<file path="src/rtl/uart_frame_pkg.sv">
// Shared types and constants for the UART frame assembler and the command decoder.
package uart_frame_pkg;

    typedef enum logic [1:0] {
        IDLE    = 2'd0,
        COLLECT = 2'd1,
        CHECK   = 2'd2
    } state_e;

    localparam int         FRAME_BYTES_DEF = 18;
    localparam logic [7:0] OVF_MAX         = 8'd255;

    // Opcode characters understood by the command decoder.
    localparam logic [7:0] OP_AT      = 8'h40; // "@"
    localparam logic [7:0] OP_A       = 8'h41; // "A"
    localparam logic [7:0] OP_B       = 8'h42; // "B"
    localparam logic [7:0] OP_C       = 8'h43; // "C"
    localparam logic [7:0] OP_D       = 8'h44; // "D"
    localparam logic [7:0] OP_LOWER_A = 8'h61; // "a"
    localparam logic [7:0] OP_LOWER_B = 8'h62; // "b"

endpackage

</file>
<file path="src/rtl/uart_idle_timer.sv">
// Inter-byte idle counter: counts enabled cycles and flags the cycle that reaches the limit.
module uart_idle_timer
    import uart_frame_pkg::*;
#(
    parameter int TIMEOUT_CYCLES = 2_000_000,
    parameter int CNT_W          = 21
) (
    input  logic clk,
    input  logic nreset,
    input  logic clear,
    input  logic enable,
    output logic expired
);

    logic [CNT_W-1:0] cnt_q, cnt_d;
    logic             at_limit;

    always_comb begin
        at_limit = (cnt_q == CNT_W'(TIMEOUT_CYCLES - 1));
        cnt_d    = cnt_q;
        if (clear || (enable && at_limit)) begin
            cnt_d = '0;
        end else if (enable) begin
            cnt_d = cnt_q + 1'b1;
        end
    end

    assign expired = enable && !clear && at_limit;

    always_ff @(posedge clk) begin
        if (!nreset) begin
            cnt_q <= '0;
        end else begin
            cnt_q <= cnt_d;
        end
    end

endmodule

</file>
<file path="src/rtl/uart_frame_assembler.sv">
// Assembles fixed-length UART frames, validates the end character against the opcode,
// and presents checked frames through a one-deep valid/ready output buffer.
module uart_frame_assembler
    import uart_frame_pkg::*;
#(
    parameter int FRAME_BYTES    = FRAME_BYTES_DEF,
    parameter int TIMEOUT_CYCLES = 2_000_000,
    parameter int CNT_W          = 21
) (
    input  logic                     clk,
    input  logic                     nreset,
    input  logic [7:0]               rx_data,
    input  logic                     rx_valid,
    output logic [8*FRAME_BYTES-1:0] frame_out,
    output logic                     frame_valid,
    input  logic                     frame_ready,
    output logic                     frame_err,
    output logic                     timeout_err,
    output logic [7:0]               overflow_cnt
);

    localparam int               W        = 8 * FRAME_BYTES;
    localparam int               IDX_W    = $clog2(FRAME_BYTES) + 1;
    localparam logic [IDX_W-1:0] LAST_IDX = IDX_W'(FRAME_BYTES - 1);

    state_e           state_q, state_d;
    logic [IDX_W-1:0] idx_q, idx_d, wr_idx;
    logic [W-1:0]     shadow_q, shadow_d;
    logic [W-1:0]     frame_q, frame_d;
    logic             frame_valid_q, frame_valid_d;
    logic             frame_err_q, frame_err_d;
    logic             timeout_err_q, timeout_err_d;
    logic [7:0]       ovf_q, ovf_d;
    logic             store, end_match, timer_en, timer_exp;

    // The timer only runs on idle cycles inside a partial frame; any other cycle rewinds it.
    assign timer_en = (state_q == COLLECT) && !rx_valid;

    uart_idle_timer #(
        .TIMEOUT_CYCLES(TIMEOUT_CYCLES),
        .CNT_W         (CNT_W)
    ) u_idle_timer (
        .clk    (clk),
        .nreset (nreset),
        .clear  (!timer_en),
        .enable (timer_en),
        .expired(timer_exp)
    );

    always_comb begin
        // NOTE: every signal assigned here gets a default first, so no path can infer a latch.
        state_d       = state_q;
        idx_d         = idx_q;
        shadow_d      = shadow_q;
        frame_d       = frame_q;
        ovf_d         = ovf_q;
        frame_err_d   = 1'b0;
        timeout_err_d = 1'b0;
        frame_valid_d = frame_valid_q && !frame_ready;
        store         = 1'b0;
        wr_idx        = '0;
        end_match     = (shadow_q[W-1 -: 8] == shadow_q[7:0]);

        case (state_q)
            IDLE: begin
                if (rx_valid) begin
                    store   = 1'b1;
                    idx_d   = IDX_W'(1);
                    state_d = COLLECT;
                end
            end
            COLLECT: begin
                if (rx_valid) begin
                    store  = 1'b1;
                    wr_idx = idx_q;
                    idx_d  = idx_q + 1'b1;
                    if (idx_q == LAST_IDX) begin
                        idx_d   = '0;
                        state_d = CHECK;
                    end
                end else if (timer_exp) begin
                    timeout_err_d = 1'b1;
                    idx_d         = '0;
                    state_d       = IDLE;
                end
            end
            CHECK: begin
                if (!end_match) begin
                    frame_err_d = 1'b1;
                end else if (!frame_valid_q || frame_ready) begin
                    frame_d       = shadow_q;
                    frame_valid_d = 1'b1;
                end else if (ovf_q != OVF_MAX) begin
                    ovf_d = ovf_q + 8'd1;
                end
                idx_d   = '0;
                state_d = IDLE;
                // A byte arriving now opens the next frame; the load above still sees the old shadow.
                if (rx_valid) begin
                    store   = 1'b1;
                    idx_d   = IDX_W'(1);
                    state_d = COLLECT;
                end
            end
            default: begin
                idx_d   = '0;
                state_d = IDLE;
            end
        endcase

        if (store) begin
            for (int k = 0; k < FRAME_BYTES; k++) begin
                if (wr_idx == IDX_W'(k)) begin
                    shadow_d[8*k +: 8] = rx_data;
                end
            end
        end
    end

    always_ff @(posedge clk) begin
        // NOTE: sequential state uses non-blocking assignments so all flops update together.
        if (!nreset) begin
            state_q       <= IDLE;
            idx_q         <= '0;
            shadow_q      <= '0;
            frame_q       <= '0;
            frame_valid_q <= 1'b0;
            frame_err_q   <= 1'b0;
            timeout_err_q <= 1'b0;
            ovf_q         <= '0;
        end else begin
            state_q       <= state_d;
            idx_q         <= idx_d;
            shadow_q      <= shadow_d;
            frame_q       <= frame_d;
            frame_valid_q <= frame_valid_d;
            frame_err_q   <= frame_err_d;
            timeout_err_q <= timeout_err_d;
            ovf_q         <= ovf_d;
        end
    end

    assign frame_out    = frame_q;
    assign frame_valid  = frame_valid_q;
    assign frame_err    = frame_err_q;
    assign timeout_err  = timeout_err_q;
    assign overflow_cnt = ovf_q;

endmodule
</file>
<file path="config.mk">
export PLATFORM = sky130hd
export DESIGN_NAME = uart_frame_assembler
export DESIGN_NICKNAME = d
export VERILOG_FILES = /design/src/rtl/uart_frame_pkg.sv /design/src/rtl/uart_idle_timer.sv /design/src/rtl/uart_frame_assembler.sv
export SDC_FILE = /design/constraint.sdc
export NUM_CORES = 1
export LEC_CHECK = 0
export ABC_AREA = 0
export BUFFER_PORTS_ARGS = -buffer_cell sky130_fd_sc_hd__buf_2
export CORE_ASPECT_RATIO = 1.75
export CORE_MARGIN = 1
export CORE_UTILIZATION = 41
export CTS_CLUSTER_DIAMETER = 150
export CTS_CLUSTER_SIZE = 24
export DETAILED_ROUTE_END_ITERATION = 10
export GPL_ROUTABILITY_DRIVEN = 0
export PLACE_DENSITY_LB_ADDON = 0.05
export SYNTH_ARGS = -nofsm -noshare
export SYNTH_HDL_FRONTEND = slang
export SYNTH_SLANG_ARGS = --single-unit
export TNS_END_PERCENT = 10
</file>
<file path="constraint.sdc">
create_clock -name clk -period 2.7 [get_ports clk]
set_input_delay 0.27 -clock clk [delete_from_list [all_inputs] [get_ports clk]]
set_output_delay 0.27 -clock clk [all_outputs]
set_load 0.02 [all_outputs]
</file>
**After elaboration in Yosys (flattened, before gate mapping)**

Index checks and enable logic that the tools add are counted.

- $add $sub $neg: 3
- Reduce and logical (&&, ||, !) cells: 37
- Equality and inequality tests: 26
- Mux-type cells: 21
- Bitwise gates (word level): 3

Operator list:

| cell | count |
|---|---|
| $eq 6x4->1 const B | 8 |
| $reduce_and 2->1 | 20 |
| $mux 6 | 6 |
| $eq 6x3->1 const B | 4 |
| $add 21x1->21 const B | 1 |
| $eq 21x21->1 const B | 1 |
| $eq 6x5->1 const B | 3 |
| $pmux 6 s3 | 1 |
| $eq 6x2->1 const B | 2 |
| $mux 1 | 9 |
| $add 8x1->8 const B | 1 |
| $eq 8x8->1 | 1 |
| $mux 2 | 4 |
| $ne 8x8->1 const B | 1 |
| $add 6x1->6 const B | 1 |
| $eq 6x1->1 const B | 1 |
| $logic_not 6->1 | 1 |
| $pmux 2 s3 | 1 |
| $reduce_and 3->1 | 2 |
| $reduce_or 3->1 | 2 |
| $logic_not 1->1 | 4 |
| $reduce_and 4->1 | 1 |
| $logic_and 1x1->1 | 3 |
| $ne 3x2->1 const B | 1 |
| 8 further kinds | 11 |

- Register bits: 328
- Output and inout port bits: 155
- Word-level logic and storage cells: 116
- Bits of input ports: 12

**Logic depth before layout (Yosys ltp)**

Gate-level depths: netlist (run 1).

- Depth in word-level cells: 6
- Gate-level depth with buffers: 8
- Mapped depth without buffers: 6

**Modules after synthesis**

Synthesis (run 1) repeated with hierarchy kept, for this count alone.

- Cell total of the unflattened synthesis: 1395
- Area, all modules: 12290.5 um^2

Modules (own cells, without submodules):

| module | area an instance (um^2) | sequential area each (um^2) | cells each | instances |
|---|---|---|---|---|
| uart_frame_assembler | 11288.3 | 6145.9 | 1279 | 1 |
| uart_idle_timer | 1002.2 | 420.4 | 116 | 1 |

**Worst setup path after synthesis (run 1)**

OpenSTA, ideal clock, no wires.

- Kind: reg-to-reg
- From: register state_q[0]
- To: register frame_q[100], in the netlist frame_out[100]
- Path buffers: 3
- Setup slack: 713 ps
- Cell stages (with the launch flop): 9
- Period minus slack after synthesis: 1987 ps
- Data required time: 2568 ps
- Arrival: 1855 ps
- Setup time: 132 ps
- Cells stage by stage: dfxtp_1 -> nand2b_1 -> or3_4 -> or4b_1 -> buf_2 -> buf_6 -> buf_6 -> nand2_1 -> a21oi_1

- Cells in the longest elaborated chain, start to end: 2

Ends and longest elaborated chain:

| item | line | source |
|---|---|---|
| start, declared | uart_frame_assembler.sv:26 | `state_e state_q, state_d;` |
| start signal, assigned | uart_frame_assembler.sv:132 | `state_q <= state_d;` |
| $eq 2x2->1 | uart_frame_assembler.sv:64 | `case (state_q)` |
| $reduce_and 3->1 (no line) | n/a |  |
| end signal, assigned | uart_frame_assembler.sv:135 | `frame_q <= frame_d;` |
| end, declared | uart_frame_assembler.sv:29 | `logic [W-1:0] frame_q, frame_d;` |

No other way between the ends.
A chain may end at the register's enable or synchronous reset.

**Final worst setup path (run 1)**

- From: register state_q[1]
- To: register frame_q[41], in the netlist frame_out[41]

The elaborated chain is that of the path after synthesis.

==> results of run 1 <==
[worst max-delay path: stages (launching register included)]
cell and delay [ns]:
dfxtp_1 0.53, nand2b_1 0.12, or3_4 0.43, nor4b_2 0.42, buf_12 0.41, nand2_1 0.15
a21oi_1 0.13
[per-layer routing]
metal	GRT usage, %	vias up	part of all wire (%)
met5	0	-	0
met1	24.5	4458	44
li1	-	4778	-
met2	35.5	126	52
met3	1.79	27	3.0
met4	4.96	0	1.6
[worst paths after layout]
| path | start | endpoint | slack (ns) | cells after the start |
|---|---|---|---|---|
| hold / removal | nreset | state_q[1] | 0.14 | 3 |
| setup / recovery | state_q[1] | frame_out[41] | 0.37 | 6 |
| setup reg to reg | state_q[1] | frame_out[41] | 0.37 | 6 |
| hold reg to reg | frame_out[135] | frame_out[135] | 0.45 | 2 |
[logic make-up after synthesis]
kind of cell / share of synthesized area, %
xor gates and xnor gates: 2.23
AOI/OAI and AO/OA: 8.39
muxes: 10.1
DFF: 53.8
and+or+nand+nor: 21.2
adders and majority gates: 0.410
buffers and inverters: 3.86
[flip-flops by register name (all words and copies together), names as in the netlist]
register and flops:
frame_err 1, frame_valid 1, frame_out 144, shadow_q 144, u_idle_timer.cnt_q 21, overflow_cnt 8, idx_q 6, state_q 2
timeout_err 1
[cell type report]
class                      count  area (µm²)  area share (%)
multi-input combinational    957        5180            37.7
inverter                       8        37.5           0.273
clock buffer                  17         425            3.10
clock inverter                 1        8.76          0.0637
tap                          382         478            3.48
sequential                   328        6570            47.8
timing repair buffer         187        1050            7.65
[power by group through the flow]
stage	logic, mW	clock network [mW]	registers [mW]
after floorplan	0.168	0	4.97
after global placement	0.252	0	4.98
after detailed placement	0.251	0	4.98
after CTS	0.252	2.79	4.86
after global routing	0.270	2.94	4.87
final	0.247	2.66	4.86
[layout by cell type, fill, tap and decap left out, drive strengths merged, types with 6 or more instances in the layout]
cell    synthesis  routed
clkbuf         60      17
mux2i         123     123
buf            36     187
nand3          35      35
inv             8       9
nor2          167     167
xnor2          11      11
nand4          18      18
dfxtp         328     328
nor3            9       9
nand2         336     336
nor2b           6       6
xor2           20      20
a21oi         174     174
nand2b          7       7
==> metrics, run 1 <==
Reg power frac roughly 63%; Clock Sinks ~330; Yosys top cell by area dfxtp_1; power share of the combinational group under 10%; Max Transition Viols Final 0; post-synthesis sequential area ratio 53.8%; CTS clk-pin slew, worst paths ~0.1 ns; drt first pass iters 4; routed vias/inst roughly 5; CTS max path bufs 3; I/O pin count about 170; switching fraction of total power around 22%; Pwr per Cell Area roughly 570 nW/µm²; share of layout cells above drive strength 1 about 15%; Synth top area share a little over half; Hold WS roughly 0.14 ns; Hold Vio Cnt, Final 0; GRT Total Usage about a fifth; Clock Skew ~0.014 ns; Worst setup EP type flop; static leakage roughly 5.5 nW; Synth top cells by count 332 x nand2_1, 328 x dfxtp_1, 174 x a21oi_1; Final HPWL DP 19,100 µm; Initial Utilization 41.6%; Synth Instances roughly 1,400; Clk Latency, worst-skew pair roughly 0.51 ns; Port Buffers about 170; Hold Crit Class input port to flop; final setup fails 0; worst-path fanout max a little over 90; Resized cells post-CTS 0; antenna violations before repair 0; most frequent cell after synthesis nand2_1; core area 29,300 µm²; Die W roughly 130 µm; setup TNS 0 ns; total routed wirelength 30,100 µm; CTS tree done; fin nets between 1,500 and 2,000; Synth Flop Type dfxtp_1; Avg Inst Size Synth 8.78 µm²; wire length per cell 16.0 µm; net switching power 1.72 mW; ANT nets after route 0; number of flops mapped to enable cells by yosys 0; final core occ 46.9%; Worst-Margin Slew 0.650 ns; vias post-DR roughly 9,400; Max-Slew Margin vs Limit between 50 and 60%; max cap viols 0; Clk pwr share 34.2%; Cell Area, Synth around 12,000 µm²; VDD IR max between 0.4 and 0.5 mV; Synth Register Bits ~330; grt ovf 0; largest net degree at the start of global routing roughly 120; placed instance count between 1,500 and 2,000; DRC viols 0; syn nets roughly 1,400; Max Clock Freq approximately 0.43 GHz; Crit Path Category flop to flop; Tot Pwr approximately 7.8 mW; area grow syn2layout 12.7%; status finished, final reports clean; RSZ-0062 raised after global routing no; final cell count without fillers approximately 1,900; internal power roughly 6 mW; Synth Warn # 0; post-synthesis async set-or-reset flop share 0%; CTS Buf Count 17; final instance area approximately 14,000 µm²; root cell of the clock tree clkbuf_16; final worst slack roughly 0.37 ns; CP startpoint kind flop; Post-CTS Hold Fix Bufs 0; Iteration-0 DRC Markers approximately 560; row count 83; pre-CTS setup slack 0.354 ns; Req. time, crit path around 3.1 ns; Setup Fix Bufs, Post-CTS 0; top cells by area, synth dfxtp_1 54%, nand2_1 10%, mux2i_1 10%; number of fill cells about 3,000; CTS H-Tree Depth 1; final worst-path cycle share between 80% and 90%; Die H around 230 µm; die area about 30,000 µm²; first-pass GRT wire length approximately 48,000 µm; min Tclk post-route roughly 2.3 ns; Distinct cells, synth 50; dpl cell area 13,300 µm²; ANT cells 0; vias in the first global route 8,692; Worst EP arrival between 2 and 3 ns
(Power assumes the default switching activity.)
==> run 2: changes to the inputs <==
CORE_MARGIN = 5   (was 1)
==> run 2 against run 1 <==
  * Sequential share of layout area is essentially flat
  * Design area is essentially flat
  * Die area grew 9.7%
  * Sequential power is essentially flat
  * Register-to-register slack gained 0.05 ns
  * Critical path type unchanged
==> metrics, run 2 (synthesis gave the netlist of run 1 again) <==
total routed wirelength between 30,000 and 40,000 µm; Port Buffers between 150 and 200; Crit-path slowest cell or4b_4; core area slightly below 30,000 µm²; Worst-Margin Slew 1.16 ns; CTS Buf Count 17; WHS Endpoint state_q[1]; Req. time, crit path roughly 3 ns; share of layout cells above drive strength 1 ~15%; max cap viols 0; pre-CTS setup slack roughly 0.5 ns; number of fill cells slightly below 3,000; multi-input combinational cell area 5180 µm²; Die W 140 µm; Die H about 240 µm; Setup Fix Bufs, Post-CTS 0; CTS clk-pin slew, worst paths approximately 0.10 ns; Hold Crit Class input port to flop; DRC viols 0; dpl cell area about 13,000 µm²; Tot Pwr 7.78 mW; Hold Vio Cnt, Final 0; Pwr per Cell Area 566 nW/µm²; Max-Slew Margin vs Limit between 20% and 30%; r2r endpoint frame_out[62]; VDD IR max slightly above 0.5 mV; antenna violations before repair 0; Final HPWL DP about 20,000 µm; final worst slack between 0.4 and 0.5 ns; setup TNS 0 ns; ANT cells 0; GRT Total Usage 17.9%; drt first pass iters 4; status finished, final reports clean; final worst-path cycle share between 80% and 90%; I/O pin count ~170; vias in the first global route 9,048; final instance area approximately 14,000 µm²; Post-CTS Hold Fix Bufs 0; Clk Latency, worst-skew pair about 0.52 ns; Max Transition Viols Final 0; most common cell after layout, fill and taps aside nand2_1; static leakage 5.51 nW; worst-case reg-to-reg path depth 6; Hold Path Cell Cnt 3; vias post-DR 9,429; area grow syn2layout 12.6%; ANT nets after route 0; most frequent cells in the layout 332 x nand2_1, 328 x dfxtp_1, 174 x a21oi_1, 166 x buf_2, 162 x nor2_1; Max Clock Freq 0.439 GHz; Worst setup EP type flop; fin nets between 1,500 and 2,000; min Tclk post-route approximately 2.3 ns; flop2flop setup slack around 0.42 ns; routed vias/inst ~5; CP max stage delay between 0.5 and 0.6 ns; CTS max path bufs 3; critical path, cell by cell nand2b_1 > or3_4 > or4b_4 > buf_12 > nand2_1 > a21oi_1; Worst EP arrival approximately 2.6 ns; Clock Skew approximately 0.020 ns; Clock Sinks ~330; Iteration-0 DRC Markers 503; CP startpoint state_q[0]; Worst Min Path Start nreset; reg-to-reg startpoint state_q[0]; grt ovf 0; root cell of the clock tree clkbuf_16; CTS H-Tree Depth 1; die area 33,400 µm²; wire length per cell about 17 µm; Resized cells post-CTS 0; row count 83; largest net degree at the start of global routing about 220; final setup fails 0; CP startpoint kind flop; register area 6570 µm²; first-pass GRT wire length 49,000 µm; Crit Path Category flop to flop; worst-path fanout max 113; CTS tree done; Initial Utilization roughly two fifths; RSZ-0062 raised after global routing no
-- run 2: report_power, final --
group	internal, mW	switching [mW]
sequential	4.85	0.0166
clock	1.14	1.53
combinational	0.0522	0.193
total	6.04	1.74
-- run 2: metrics by stage --
step | utilization [%] | instances | hold slack, ns
after floorplan | - | 1389 | 0.422
after global placement | 45.3 | 1861 | 0.437
after CTS | 46.7 | 1879 | 0.108
after global routing | 46.7 | 1879 | 0.129
final | 46.7 | 1879 | 0.133
after detailed placement | 45.3 | 1861 | 0.443
-- run 2: how the worst max path moves through the flow --
stage	slack, ns	end
after floorplan	0.71	frame_out[100]
after global routing	0.30	shadow_q[123]
final	0.42	frame_out[62]
after CTS	0.49	shadow_q[84]
after global placement	0.50	u_idle_timer.cnt_q[8]
after detailed placement	0.50	u_idle_timer.cnt_q[20]
-- run 2: critical path, delay by kind of cell (launching register included) --
family          cells  cell delay [ns]
compound gates      1             0.08
buf+inv             1             0.22
flops               1             0.36
simple gates        4             1.30
-- run 2: layer usage --
metal | track usage (%) | vias to the layer above | routed length, µm
li1 | - | 4781 | -
met1 | 22.6 | 4471 | 13500
met2 | 32.6 | 154 | 15900
met3 | 2.25 | 23 | 1180
met4 | 3.97 | 0 | 472
met5 | 0 | - | 0
-- run 2: cell type report --
cell class / instances / share of cell area, %
repair buffers: 186 / 7.60
multi-input cells: 957 / 37.7
flip-flops and latches: 328 / 47.8
inverters: 8 / 0.273
well taps: 382 / 3.48
clock buffers: 17 / 3.10
clock inverters: 1 / 0.0638
